[config.mk]
export PLATFORM = sky130hd
export DESIGN_NAME = uart_cmd_parser
export DESIGN_NICKNAME = d
export VERILOG_FILES = /design/src/rtl/uart_cmd_parser_pkg.sv /design/src/rtl/uart_fifo_rd_eng.sv /design/src/rtl/uart_cmd_parser.sv
export SDC_FILE = /design/constraint.sdc
export NUM_CORES = 1
export LEC_CHECK = 0
export ABC_AREA = 0
export CORE_MARGIN = 4
export CORE_UTILIZATION = 45
export DETAILED_ROUTE_END_ITERATION = 10
export GPL_ROUTABILITY_DRIVEN = 0
export PLACE_DENSITY = 0.76
export SLEW_MARGIN = 5
export SYNTH_ARGS = -nofsm -noshare
export SYNTH_HDL_FRONTEND = slang
export SYNTH_SLANG_ARGS = --single-unit
[constraint.sdc]
create_clock -name clk -period 3.35 [get_ports clk]
set_clock_uncertainty 0.1 [all_clocks]
set_input_delay 0.5025 -clock clk [delete_from_list [all_inputs] [get_ports clk]]
set_output_delay 0.5025 -clock clk [all_outputs]
set_load 0.05 [all_outputs]
[src/rtl/uart_cmd_parser_pkg.sv]
// Shared constants for the UART command-frame parser: header defaults,
// error codes reported on err_code, and the parser state encoding.
package uart_cmd_parser_pkg;

    localparam logic [7:0] HDR0_DEF = 8'h55;
    localparam logic [7:0] HDR1_DEF = 8'hAA;

    localparam logic [1:0] ERR_CHK = 2'd0;
    localparam logic [1:0] ERR_LEN = 2'd1;
    localparam logic [1:0] ERR_TO  = 2'd2;
    localparam logic [1:0] ERR_OVF = 2'd3;

    typedef enum logic [2:0] {
        ST_HUNT0,
        ST_HUNT1,
        ST_CMD,
        ST_LEN,
        ST_PLD,
        ST_CHK
    } state_e;

endpackage

[src/rtl/uart_fifo_rd_eng.sv]
// RX FIFO read engine: one outstanding read at a time, data presented
// with byte_val the cycle after the read request.
module uart_fifo_rd_eng (
    input  logic       clk,
    input  logic       rst,
    input  logic       ena,
    input  logic       rx_fifo_empty,
    input  logic [7:0] rx_fifo_rdata,
    output logic       rx_fifo_ren,
    output logic       byte_val,
    output logic [7:0] byte_data
);

    logic pend_q, pend_d;

    // A read already in flight completes even if ena drops meanwhile.
    always_comb begin
        rx_fifo_ren = rst && ena && !rx_fifo_empty && !pend_q;
        pend_d      = rx_fifo_ren;
    end

    always_ff @(posedge clk or negedge rst) begin
        if (!rst) pend_q <= 1'b0;
        else      pend_q <= pend_d;
    end

    assign byte_val  = pend_q;
    assign byte_data = rx_fifo_rdata;

endmodule

[src/rtl/uart_cmd_parser.sv]
// Frame parser: HDR0 HDR1 CMD LEN PAYLOAD[LEN] CHK, streaming payload bytes
// out and pulsing cmd_val on a good frame or frm_err on an aborted one.
module uart_cmd_parser
    import uart_cmd_parser_pkg::*;
#(
    parameter logic [7:0] HDR0    = HDR0_DEF,
    parameter logic [7:0] HDR1    = HDR1_DEF,
    parameter int         MAX_LEN = 16,
    parameter int         TO_CYC  = 50000
) (
    input  logic       clk,
    input  logic       rst,
    input  logic       ena,
    input  logic       rx_fifo_empty,
    output logic       rx_fifo_ren,
    input  logic [7:0] rx_fifo_rdata,
    input  logic       rx_overflow,
    output logic       cmd_val,
    output logic [7:0] cmd_id,
    output logic [4:0] cmd_len,
    output logic       pld_wen,
    output logic [3:0] pld_waddr,
    output logic [7:0] pld_wdata,
    output logic       frm_err,
    output logic [1:0] err_code,
    output logic       busy
);

    localparam int         CNT_W     = $clog2(TO_CYC);
    localparam logic [7:0] MAX_LEN_B = 8'(MAX_LEN);

    logic       byte_val;
    logic [7:0] byte_data;

    uart_fifo_rd_eng u_rd_eng (
        .clk          (clk),
        .rst          (rst),
        .ena          (ena),
        .rx_fifo_empty(rx_fifo_empty),
        .rx_fifo_rdata(rx_fifo_rdata),
        .rx_fifo_ren  (rx_fifo_ren),
        .byte_val     (byte_val),
        .byte_data    (byte_data)
    );

    state_e           state_q, state_d;
    logic [7:0]       sum_q, sum_d, cmd_q, cmd_d;
    logic [4:0]       len_q, len_d, idx_q, idx_d;
    logic [CNT_W-1:0] cnt_q, cnt_d;
    logic             ovf_q, ovf_d;
    logic             cmd_val_q, cmd_val_d, pld_wen_q, pld_wen_d;
    logic             frm_err_q, frm_err_d, busy_q, busy_d;
    logic [7:0]       cmd_id_q, cmd_id_d, pld_wdata_q, pld_wdata_d;
    logic [4:0]       cmd_len_q, cmd_len_d;
    logic [3:0]       pld_waddr_q, pld_waddr_d;
    logic [1:0]       err_code_q, err_code_d;
    logic             abort;
    logic [1:0]       abort_code;

    always_comb begin
        state_d     = state_q;
        sum_d       = sum_q;
        cmd_d       = cmd_q;
        len_d       = len_q;
        idx_d       = idx_q;
        ovf_d       = rx_overflow;
        cmd_val_d   = 1'b0;
        cmd_id_d    = cmd_id_q;
        cmd_len_d   = cmd_len_q;
        pld_wen_d   = 1'b0;
        pld_waddr_d = pld_waddr_q;
        pld_wdata_d = pld_wdata_q;
        frm_err_d   = 1'b0;
        err_code_d  = err_code_q;
        abort       = 1'b0;
        abort_code  = ERR_CHK;

        // Overflow beats any byte-driven outcome, which beats the timeout.
        if (rx_overflow && !ovf_q && state_q != ST_HUNT0) begin
            abort      = 1'b1;
            abort_code = ERR_OVF;
        end else if (byte_val) begin
            case (state_q)
                ST_HUNT0: if (byte_data == HDR0) state_d = ST_HUNT1;
                ST_HUNT1: begin
                    if (byte_data == HDR1)      state_d = ST_CMD;
                    else if (byte_data != HDR0) state_d = ST_HUNT0;
                end
                ST_CMD: begin
                    cmd_d   = byte_data;
                    sum_d   = byte_data;
                    state_d = ST_LEN;
                end
                ST_LEN: begin
                    sum_d = sum_q + byte_data;
                    len_d = byte_data[4:0];
                    idx_d = 5'd0;
                    if (byte_data > MAX_LEN_B) begin
                        abort      = 1'b1;
                        abort_code = ERR_LEN;
                    end else if (byte_data == 8'd0) begin
                        state_d = ST_CHK;
                    end else begin
                        state_d = ST_PLD;
                    end
                end
                ST_PLD: begin
                    pld_wen_d   = 1'b1;
                    pld_waddr_d = idx_q[3:0];
                    pld_wdata_d = byte_data;
                    sum_d       = sum_q + byte_data;
                    idx_d       = idx_q + 5'd1;
                    if (idx_q == len_q - 5'd1) state_d = ST_CHK;
                end
                ST_CHK: begin
                    if (byte_data == sum_q) begin
                        cmd_val_d = 1'b1;
                        cmd_id_d  = cmd_q;
                        cmd_len_d = len_q;
                        state_d   = ST_HUNT0;
                    end else begin
                        abort      = 1'b1;
                        abort_code = ERR_CHK;
                    end
                end
                default: state_d = ST_HUNT0;
            endcase
        end else if (state_q != ST_HUNT0 && ena && cnt_q == CNT_W'(TO_CYC - 1)) begin
            abort      = 1'b1;
            abort_code = ERR_TO;
        end

        if (abort) begin
            frm_err_d  = 1'b1;
            err_code_d = abort_code;
            state_d    = ST_HUNT0;
        end

        if (byte_val || abort || state_q == ST_HUNT0) cnt_d = '0;
        else if (ena)                                 cnt_d = cnt_q + CNT_W'(1);
        else                                          cnt_d = cnt_q;

        busy_d = (state_d != ST_HUNT0);
    end

    always_ff @(posedge clk or negedge rst) begin
        if (!rst) begin
            state_q     <= ST_HUNT0;
            sum_q       <= '0;
            cmd_q       <= '0;
            len_q       <= '0;
            idx_q       <= '0;
            cnt_q       <= '0;
            ovf_q       <= 1'b0;
            cmd_val_q   <= 1'b0;
            cmd_id_q    <= '0;
            cmd_len_q   <= '0;
            pld_wen_q   <= 1'b0;
            pld_waddr_q <= '0;
            pld_wdata_q <= '0;
            frm_err_q   <= 1'b0;
            err_code_q  <= '0;
            busy_q      <= 1'b0;
        end else begin
            state_q     <= state_d;
            sum_q       <= sum_d;
            cmd_q       <= cmd_d;
            len_q       <= len_d;
            idx_q       <= idx_d;
            cnt_q       <= cnt_d;
            ovf_q       <= ovf_d;
            cmd_val_q   <= cmd_val_d;
            cmd_id_q    <= cmd_id_d;
            cmd_len_q   <= cmd_len_d;
            pld_wen_q   <= pld_wen_d;
            pld_waddr_q <= pld_waddr_d;
            pld_wdata_q <= pld_wdata_d;
            frm_err_q   <= frm_err_d;
            err_code_q  <= err_code_d;
            busy_q      <= busy_d;
        end
    end

    assign cmd_val   = cmd_val_q;
    assign cmd_id    = cmd_id_q;
    assign cmd_len   = cmd_len_q;
    assign pld_wen   = pld_wen_q;
    assign pld_waddr = pld_waddr_q;
    assign pld_wdata = pld_wdata_q;
    assign frm_err   = frm_err_q;
    assign err_code  = err_code_q;
    assign busy      = busy_q;

endmodule

==> results of run 1 <==
-- logic make-up (layout without fill, tap and decap cells) --
family | Yosys count | after routing | share of synthesized area (%)
DFF | 78 | 78 | 49.90
buffers and inverters | 23 | 83 | 2.751
muxes | 19 | 19 | 5.374
xor gates and xnor gates | 26 | 26 | 5.822
AOI/OAI and AO/OA | 54 | 54 | 8.861
and+or+nand+nor | 182 | 182 | 23.58
adders and majority gates | 11 | 11 | 3.711
-- worst min-delay path by stage --
stage,end,slack (ns),cells after the start
floorplan,busy,0.11,0
global placement,cmd_q[2],0.36,2
detailed placement,cmd_q[7],0.36,2
CTS,cnt_q[2],0.09,2
global route,pld_waddr[2],0.10,2
finish,pld_waddr[2],0.08,2
-- synth_stat cells (all sizes together) (3+ instances only) --
library cell | n | share of area (%)
xnor2 | 8 | 1.8
xor2 | 18 | 4.0
or2 | 3 | 0.48
clkbuf | 7 | 0.67
o21ai | 17 | 2.3
nand4 | 6 | 0.96
nor2b | 4 | 0.83
mux2i | 3 | 0.77
mux2 | 16 | 4.6
nand3b | 4 | 0.77
inv | 8 | 0.77
a21oi | 14 | 1.8
and3 | 12 | 1.9
nand2b | 3 | 0.48
nor2 | 35 | 3.4
nor3 | 10 | 1.7
nand2 | 70 | 6.7
ha | 10 | 3.2
nor4 | 3 | 0.86
nand3 | 16 | 2.0
and2 | 3 | 0.48
dfrtp | 78 | 50
nor4bb | 3 | 0.77
buf | 8 | 1.3
-- power groups by stage --
stage          Clock, uW  Combinational (uW)  Sequential, uW
6_report             693                 831            1260
5_1_grt              755                 916            1280
4_1_cts              711                 831            1260
3_5_place_dp           0                 826            1270
3_3_place_gp           0                 791            1260
2_1_floorplan          0                 595            1250
-- critical path, delay by kind of cell --
family / cells / cell delay, ns
adders and majority gates: 1 / 0.42
and+or+nand+nor: 4 / 1.18
AOI/OAI and AO/OA: 2 / 0.37
buffers and inverters: 1 / 0.47
-- layout make-up --
type	count	area [um^2]	area share (%)
clock inverter	5	58.81	1.249
tap	105	131.4	2.790
clock buffer	11	131.4	2.790
inverter	8	30.03	0.6378
sequential	78	1952	41.46
multi-input combinational	292	1857	39.44
timing repair buffer	59	548.0	11.64
-- state kept, by name (all words and copies together) (netlist names), 2 cells and up --
signal,cells
len_q,5
pld_wdata,8
cnt_q,16
state_q,3
idx_q,5
err_code,2
cmd_q,8
cmd_len,5
sum_q,8
cmd_id,8
pld_waddr,4
-- stage by stage --
stage	worst slack, ns	area, um^2	hold slack [ns]
detailed placement	0.1938	4518	0.3606
global placement	0.2869	4518	0.3576
finish	0.5336	4708	0.07970
floorplan	0.6154	3911	0.1069
CTS	0.5568	4708	0.09175
global route	0.4118	4708	0.1050
-- metal layers --
metal / up-vias / share of wire, % / track usage [%]
met4: 0 / 1.8 / 6.033
met1: 1515 / 43 / 25.76
met5: - / 0 / 0
met3: 14 / 7.8 / 4.683
met2: 95 / 47 / 29.23
li1: 1468 / - / -
==> results.md, run 1 <==
- Run status: finished, final reports clean
- Per-cell routed wire length: 16.19 um
- Vias in the first global route: 2965
- Core area: 8341 um^2
- Worst Tran Pin Value: 0.6666 ns
- Final Core Density: 56.45%
- Global-route wire length before repair: 14.97 mm
- Syn Std Cell Area: 3911 um^2
- Fill cell count: 728
- Deepest clock path buffer count: 2
- Number of max-capacitance violations reported: 0
- Leakage power: 0.002200 uW
- Count of endpoints failing hold in the final timing report: 0
- Post-synth ARST share: 100.0%
- Number of hold-repair buffers added at the cts stage: 0
- Crit path max fanout: 5
- Number of nets at the end of the flow: 472
- CTS tree: done
- Share of final-layout standard cells stronger than drive strength 1: 12.80%
- Die area: 10250 um^2
- Source-to-sink clock delay at the later pin of the worst-skew pair: 0.35 ns
- Critical path data arrival time: 2.94 ns
- Cells along the critical path: clkdlybuf4s50_1 -> ha_1 -> nor4_4 -> nand3_1 -> nor2b_4 -> or4_1 -> a31oi_1 -> o22ai_1
- Htree depth: 3
- Fraction of the yosys area taken by sequential cells: 49.90%
- Part of the power in combinational logic: 29.9%
- Most common cell after layout, fill and taps aside: dfrtp_1
- Worst R2R Setup Slack: 0.80 ns
- Internal power summed over all cells: 1802 uW
- Count of unique library cells instantiated by Yosys: 57
- Initial cell density of the core: 46.89%
- Net switching power: 979.3 uW
- Die height: 101.2 um
- Number of placed I/O pins: 45
- Setup TNS Final: 0 ns
- Startpoint types: input pin
- Number of diodes added for antenna fixing: 0
- Cell at the root of the clock tree: clkbuf_8
- Port-buffer cells: 44
- Final Routed Wirelength: 9.034 mm
- Data required time of the worst path: 3.48 ns
- Most frequent cells in the layout: dfrtp_1 (78), nand2_1 (70), clkdlybuf4s50_1 (42)
- Slew Viols, Final: 0
- Synthesized area per cell: 9.952 um^2
- Endpoint type of the worst setup path: flop
- Setup CP Type: input pin to flop
- Drt first-iter violations: 220
- Worst reg2reg path depth: 7
- Count of yosys warnings during synthesis: 0
- Std cell rows: 33
- Post-CTS sizing: 0
- Dominant register cell in the synthesized netlist: dfrtp_1
- Overall global routing resource usage: 18.74%
- Clock sink count: 78
- Path type of the worst min-delay path: input pin to asynchronous set/reset pin
- Cell count after synthesis: 393
- Minimum period implied by the final worst setup slack: 2.816 ns
- Switching part of the total: 35.21%
- Die span in x: 101.2 um
- Unrepaired setup endpoints after global routing: no
- Final worst-path cycle share: 84.07%
- Count of flip-flops with a built-in enable after synthesis: 0
- Worst r2r dst: busy
- CP endpoint: busy
- Maximum number of pins on one net before global-route repair: 52
- Flop and latch count out of synthesis: 78
- Total number of vias: 3092
- Total iterations of the first detailed-routing run: 4
- Detailed-route vias per instance: 5.541
- Register share of total power: 45.2%
- Initial antenna violation count: 0
- DR DRC count: 0
- Count of non-filler cells in the finished layout: 558
- Clock input transition at the sequential cells of the worst setup and hold paths: 0.08 ns
- Power Dens Cells: 590.7 nW/um^2
- DPL Wire Length: 6.493 mm
- Startpoint of the most critical setup path: rx_fifo_rdata[5]
- Final total power: 2781 uW
- Post CTS Setup Buffer Count: 0
- Delay of the slowest critical-path stage: 0.53 ns
- Peak supply drop: 422.0 uV
- Setup violation total in the final timing report: 0
- Slowest cell on the critical path: or4_1
- Critical register-to-register path startpoint: sum_q[4]
- Net Count, Synth: 417
- Cell Count Post-Placement: 542
- Highest clock frequency the design can meet: 355.1 MHz
- TritonCTS buffer count: 9
- Global-route congestion overflow total: 0
- Layout overhead on the synthesized area: 20.38%
- Share of total power in the clock network: 24.9%
- Slew Limit Headroom: 55.56%
- Antenna Nets Post-Route: 0
Note: power is estimated with default switching activity, not from simulation.
==> inputs of run 2 (changes only) <==
==> constraint.sdc (replaced) <==
create_clock -name clk -period 2.69 [get_ports clk]
set_clock_uncertainty 0.1 [all_clocks]
set_input_delay 0.4035 -clock clk [delete_from_list [all_inputs] [get_ports clk]]
set_output_delay 0.4035 -clock clk [all_outputs]
set_load 0.05 [all_outputs]
==> results.md, run 2 (same netlist as run 1, synthesis figures left out) <==
- Run status: finished, final reports clean
- Die height: 101.2 um (unchanged)
- Initial antenna violation count: 0 (unchanged)
- Internal power summed over all cells: 2305 uW (+28%)
- Peak supply drop: 488.6 uV (+16%)
- Part of the power in combinational logic: 30.6% (+0.7 points)
- Number of placed I/O pins: 45 (unchanged)
- Endpoint type of the worst setup path: flop
- Reg with most FFs: cnt_q
- Final total power: 3571 uW (+28%)
- Setup CP Type: input pin to flop
- Final Routed Wirelength: 9.019 mm (-0.17%)
- Number of flip-flops under the largest register name: 16 (unchanged)
- Most frequent cells in the layout: dfrtp_1 (78), nand2_1 (70), clkdlybuf4s50_1 (42)
- Share of final-layout standard cells stronger than drive strength 1: 15.63% (+2.8 points)
- Number of diodes added for antenna fixing: 0 (unchanged)
- TritonCTS buffer count: 9 (unchanged)
- Clock sink count: 78 (unchanged)
- Cells along the critical path: clkdlybuf4s50_1 -> ha_1 -> nor4_4 -> nand3_1 -> nor2b_4 -> or4_1 -> a31oi_1 -> o22ai_1
- Combined area of the multi-input logic cells: 1857 um^2 (unchanged)
- Leakage power: 0.002286 uW (+3.9%)
- Number of max-capacitance violations reported: 0 (unchanged)
- Total iterations of the first detailed-routing run: 4 (unchanged)
- Std cell rows: 33 (unchanged)
- Critical register-to-register path startpoint: sum_q[5]
- Antenna Nets Post-Route: 0 (unchanged)
- Minimum period implied by the final worst setup slack: 2.570 ns
- Register share of total power: 43.8% (-1.4 points)
- Data required time of the worst path: 2.83 ns (-0.65 ns)
- Vias in the first global route: 3120 (+5.2%)
- Setup TNS Final: 0 ns (unchanged)
- Slew Viols, Final: 0 (unchanged)
- Clock input transition at the sequential cells of the worst setup and hold paths: 0.09 ns (about the same)
- Critical path data arrival time: 2.71 ns (-0.23 ns)
- Startpoint types: input pin
- Worst reg2reg path depth: 7 (unchanged)
- Design area: 4855 um^2 (+3.1%)
- Net switching power: 1266 uW (+29%)
- Path type of the worst min-delay path: flop to flop
- Slowest cell on the critical path: or4_1
- Detailed-route vias per instance: 5.336 (-3.7%)
- Post CTS Setup Buffer Count: 0 (unchanged)
- Worst Tran Pin Value: 0.6857 ns (+0.01911 ns)
- Global-route wire length before repair: 15.07 mm (+0.64%)
- Layout overhead on the synthesized area: 24.12%
- Number of nets at the end of the flow: 486 (+3.0%)
- Die span in x: 101.2 um (unchanged)
- Core area: 8341 um^2 (unchanged)
- Most common cell after layout, fill and taps aside: dfrtp_1
- Fill cell count: 744 (+2.2%)
- Total number of vias: 3052 (-1.3%)
- Count of endpoints failing hold in the final timing report: 0 (unchanged)
- Power Dens Cells: 735.5 nW/um^2 (+25%)
- Share of total power in the clock network: 25.5% (+0.6 points)
- Post-placement cell area: 4641 um^2 (+2.7%)
- Area taken by flip-flops and latches: 1952 um^2 (unchanged)
- Source-to-sink clock delay at the later pin of the worst-skew pair: 0.37 ns (+0.02 ns)
- Crit path max fanout: 2 (-3)
- Crit path setup slack, layout: 0.1198 ns (-0.4138 ns)
- Final worst-path cycle share: 95.55%
- DPL Wire Length: 6.566 mm (+1.1%)
- DR DRC count: 0 (unchanged)
- Cell at the root of the clock tree: clkbuf_8
- Deepest clock path buffer count: 2 (unchanged)
- Port-buffer cells: 44 (unchanged)
- Htree depth: 3 (unchanged)
- Setup violation total in the final timing report: 0 (unchanged)
- Highest clock frequency the design can meet: 389.1 MHz
- Post-placement worst setup slack: -0.2161 ns (-0.4100 ns)
- Initial cell density of the core: 46.89% (unchanged)
- Per-cell routed wire length: 15.77 um (-2.6%)
- Delay of the slowest critical-path stage: 0.53 ns (about the same)
- Unrepaired setup endpoints after global routing: no
- Switching part of the total: 35.45% (+0.24 points)
- Maximum number of pins on one net before global-route repair: 55 (+5.8%)
- Startpoint of the most critical setup path: rx_fifo_rdata[5]
- Global-route congestion overflow total: 0 (unchanged)
- Slew Limit Headroom: 54.29% (-1.3 points)
- Overall global routing resource usage: 18.87% (+0.13 points)
- Drt first-iter violations: 189 (-14%)
- Die area: 10250 um^2 (unchanged)
- Startpoint of the lowest-slack hold path: pld_waddr[3]
- Number of stages on the worst hold path: 2
- CTS tree: done
## run 2: changes by cell type in the layout (fill, tap and decap cells not counted), sizes merged
| cell | delta |
|---|---|
| buf | +13 |
| clkbuf | -2 |
| clkinv | +1 |
| clkinvlp | -1 |
| dlygate4sd3 | +1 |
| inv | +2 |
## run 2: path summary, 6_finish.rpt
check | slack (ns) | endpoint
hold reg to reg | 0.38 | pld_waddr[3]
min in group asynchronous | 0.51 | pld_waddr[2]
setup reg to reg | 0.26 | busy
hold / removal | 0.38 | pld_waddr[3]
max in group asynchronous | 0.98 | idx_q[4]
setup / recovery | 0.12 | busy
## run 2: power by group through the flow
stage               sequential (uW)  clock [uW]  combinational, uW
floorplan                      1560           0                741
global placement               1570           0               1050
detailed placement             1580           0               1090
CTS                            1560         938               1090
global route                   1590         988               1220
finish                         1560         911               1090
## run 2: worst max-delay path: cells and delay by family
kind	cells	cell delay (ns)
adder cells (fa/ha/maj)	1	0.36
buffers and inverters	1	0.46
AND/OR/NAND/NOR	4	1.11
AO/OA/AOI/OAI	2	0.37
## run 2: layer usage
| layer | track usage (%) | wire, um | part of all wire (%) | vias to the layer above |
|---|---|---|---|---|
| met5 | 0 | 0 | 0 | - |
| met4 | 8.384 | 194 | 2.2 | 0 |
| met2 | 30.18 | 4201 | 47 | 104 |
| li1 | - | - | - | 1498 |
| met1 | 24.58 | 3952 | 44 | 1432 |
| met3 | 4.201 | 671 | 7.4 | 18 |
## run 2: repair_timing
item / CTS / global route
endpoints found under the hold margin: 24 / 0
resized for setup: 0 / 0
hold buffers: 1 / 0
## run 2: cell type report
class,instances,area share (%)
multi-input combinational,292,38.25
timing repair buffer,73,14.02
sequential,78,40.21
clock inverter,7,1.649
clock buffer,9,2.552
tap,105,2.706
inverter,8,0.6186
## run 2: through the flow
step	hold WS, ns	utilization, %	cells
after global routing	0.3943	58.21	572
after floorplan	0.007909	-	393
after detailed placement	0.3624	55.64	555
after global placement	0.3551	55.64	555
after CTS	0.3841	58.21	572
final	0.3773	58.21	572
==> inputs of run 3 (changes only) <==
==> constraint.sdc (replaced) <==
create_clock -name clk -period 3 [get_ports clk]
set_clock_uncertainty 0.1 [all_clocks]
set_input_delay 0.45 -clock clk [delete_from_list [all_inputs] [get_ports clk]]
set_output_delay 0.45 -clock clk [all_outputs]
set_load 0.05 [all_outputs]
==> results.md, run 3 (same netlist as run 1, synthesis figures left out) <==
- Total number of vias: 3094 (+1.4%)
- DR DRC count: 0 (unchanged)
- Share of total power in the clock network: 25.6% (about the same)
- Detailed-route vias per instance: 5.466 (+2.5%)
- DPL Wire Length: 6.557 mm (-0.14%)
- Slew Limit Headroom: 56.19% (+1.9 points)
- Total iterations of the first detailed-routing run: 4 (unchanged)
- Initial antenna violation count: 0 (unchanged)
- Setup violation total in the final timing report: 0 (unchanged)
- Setup TNS Final: 0 ns (unchanged)
- Number of hold-repair buffers added at the cts stage: 0 (-1)
- Number of max-capacitance violations reported: 0 (unchanged)
- CTS tree: done
- WHS: 0.02353 ns (-0.3538 ns)
- Post-CTS sizing: 0 (unchanged)
- Htree depth: 3 (unchanged)
- Power Dens Cells: 662.2 nW/um^2 (-10%)
- Internal power summed over all cells: 2057 uW (-11%)
- Die height: 101.2 um (unchanged)
- Run status: finished, final reports clean
- Startpoint types: input pin
- Number of nets at the end of the flow: 480 (-1.2%)
- Reg with most FFs: cnt_q
- Clock input transition at the sequential cells of the worst setup and hold paths: 0.09 ns (about the same)
- TritonCTS buffer count: 9 (unchanged)
- Overall global routing resource usage: 18.55% (-0.31 points)
- Die area: 10250 um^2 (unchanged)
- Share of final-layout standard cells stronger than drive strength 1: 14.75% (-0.88 points)
- Post-placement cell area: 4603 um^2 (-0.81%)
- Global-route wire length before repair: 14.95 mm (-0.82%)
- Count of endpoints failing hold in the final timing report: 0 (unchanged)
- Maximum number of pins on one net before global-route repair: 51 (-7.3%)
- Path type of the worst min-delay path: input pin to asynchronous set/reset pin
- Post CTS Setup Buffer Count: 0 (unchanged)
- Switching part of the total: 35.37% (-0.081 points)
- Crit path max fanout: 3 (+1)
- Source-to-sink clock delay at the later pin of the worst-skew pair: 0.36 ns (about the same)
- Initial cell density of the core: 46.89% (unchanged)
- Drt first-iter violations: 215 (+14%)
- Final Routed Wirelength: 8.950 mm (-0.77%)
- Minimum period implied by the final worst setup slack: 2.587 ns
- Antenna Nets Post-Route: 0 (unchanged)
- Worst reg2reg path depth: 7 (unchanged)
- Slew Viols, Final: 0 (unchanged)
- Vias in the first global route: 3064 (-1.8%)
- Most frequent cells in the layout: dfrtp_1 (78), nand2_1 (70), clkdlybuf4s50_1 (42)
- Part of the power in combinational logic: 30.4% (-0.2 points)
- Peak supply drop: 496.7 uV (+1.6%)
- Per-cell routed wire length: 15.81 um (+0.29%)
- Critical path data arrival time: 2.72 ns (about the same)
- Data required time of the worst path: 3.13 ns (+0.30 ns)
- Unrepaired setup endpoints after global routing: no
- Worst Tran Pin Value: 0.6484 ns (-0.03733 ns)
- Port-buffer cells: 44 (unchanged)
- Leakage power: 0.002257 uW (-1.3%)
- Global-route congestion overflow total: 0 (unchanged)
- Die span in x: 101.2 um (unchanged)
- Cell at the root of the clock tree: clkbuf_8
- Met3 layer usage reported by global route: 5.028% (+0.83 points)
- Deepest clock path buffer count: 2 (unchanged)
- Endpoint type of the worst setup path: flop
- Highest clock frequency the design can meet: 386.5 MHz
- Register share of total power: 44.0% (+0.2 points)
- Number of placed I/O pins: 45 (unchanged)
- Final worst-path cycle share: 86.23%
- Layout overhead on the synthesized area: 22.90%
- Fill cell count: 701 (-5.8%)
- Global-route track usage on met1: 24.60% (about the same)
- Final Core Density: 57.64% (-0.57 points)
- Setup CP Type: input pin to flop
- Number of flip-flops under the largest register name: 16 (unchanged)
- Clock sink count: 78 (unchanged)
- Most common cell after layout, fill and taps aside: dfrtp_1
- Core area: 8341 um^2 (unchanged)
- Design area: 4807 um^2 (-0.98%)
- Std cell rows: 33 (unchanged)
- Net switching power: 1126 uW (-11%)
- Met2 demand-to-capacity share in global routing: 30.13% (-0.050 points)
- Grt peak-use layer: met2
- Number of diodes added for antenna fixing: 0 (unchanged)
-- run 3: cell count changes in the layout (fill, tap and decap cells not counted) --
cell	previous run	this run
dlygate4sd3_1	1	0
buf_4	28	23
-- run 3: stage by stage --
step	power (uW)	setup slack, ns	cells
after floorplan	2064	0.3179	393
after global placement	2341	0.1077	550
after detailed placement	2385	0.05017	550
after CTS	3209	0.4133	566
after global routing	3392	0.3565	566
final	3183	0.4130	566
-- run 3: metal layers --
metal / part of all wire (%) / up-vias
li1: - / 1481
met1: 43 / 1501
met2: 47 / 101
met3: 7.8 / 11
met4: 1.8 / 0
met5: 0 / -
-- run 3: path summary, 6_finish.rpt --
kind,startpoint,endpoint,slack [ns]
worst max-delay path,rx_fifo_rdata[5],busy,0.41
worst min-delay path,rst,pld_wen,0.02
worst max register to register,sum_q[5],busy,0.59
worst min register to register,cmd_q[2],cmd_q[2],0.38
max in group asynchronous,rst,ovf_q,1.81
min in group clk,rst,u_rd_eng.byte_val,0.36
-- run 3: power groups by stage --
stage                     Sequential, uW  Combinational [uW]  Clock (uW)
after floorplan                     1400                 665           0
after global placement              1410                 934           0
after detailed placement            1420                 967           0
after CTS                           1400                 973         837
after global routing                1420                1080         893
final                               1400                 968         816
-- run 3: worst max-delay path: stages --
cell,delay [ns]
clkdlybuf4s50_1,0.46
ha_1,0.36
nor4_4,0.29
nand3_1,0.13
nor2b_4,0.16
or4_1,0.53
a31oi_1,0.22
o22ai_1,0.13
-- run 3: area by class of cell --
type	instances	area (um^2)	share of cell area, %
Multi-Input combinational cell	292	1857	38.63
Inverter	8	30.03	0.6247
Clock buffer	9	123.9	2.577
Timing Repair Buffer	67	633.1	13.17
Tap cell	105	131.4	2.733
Clock inverter	7	80.08	1.666
Sequential cell	78	1952	40.60
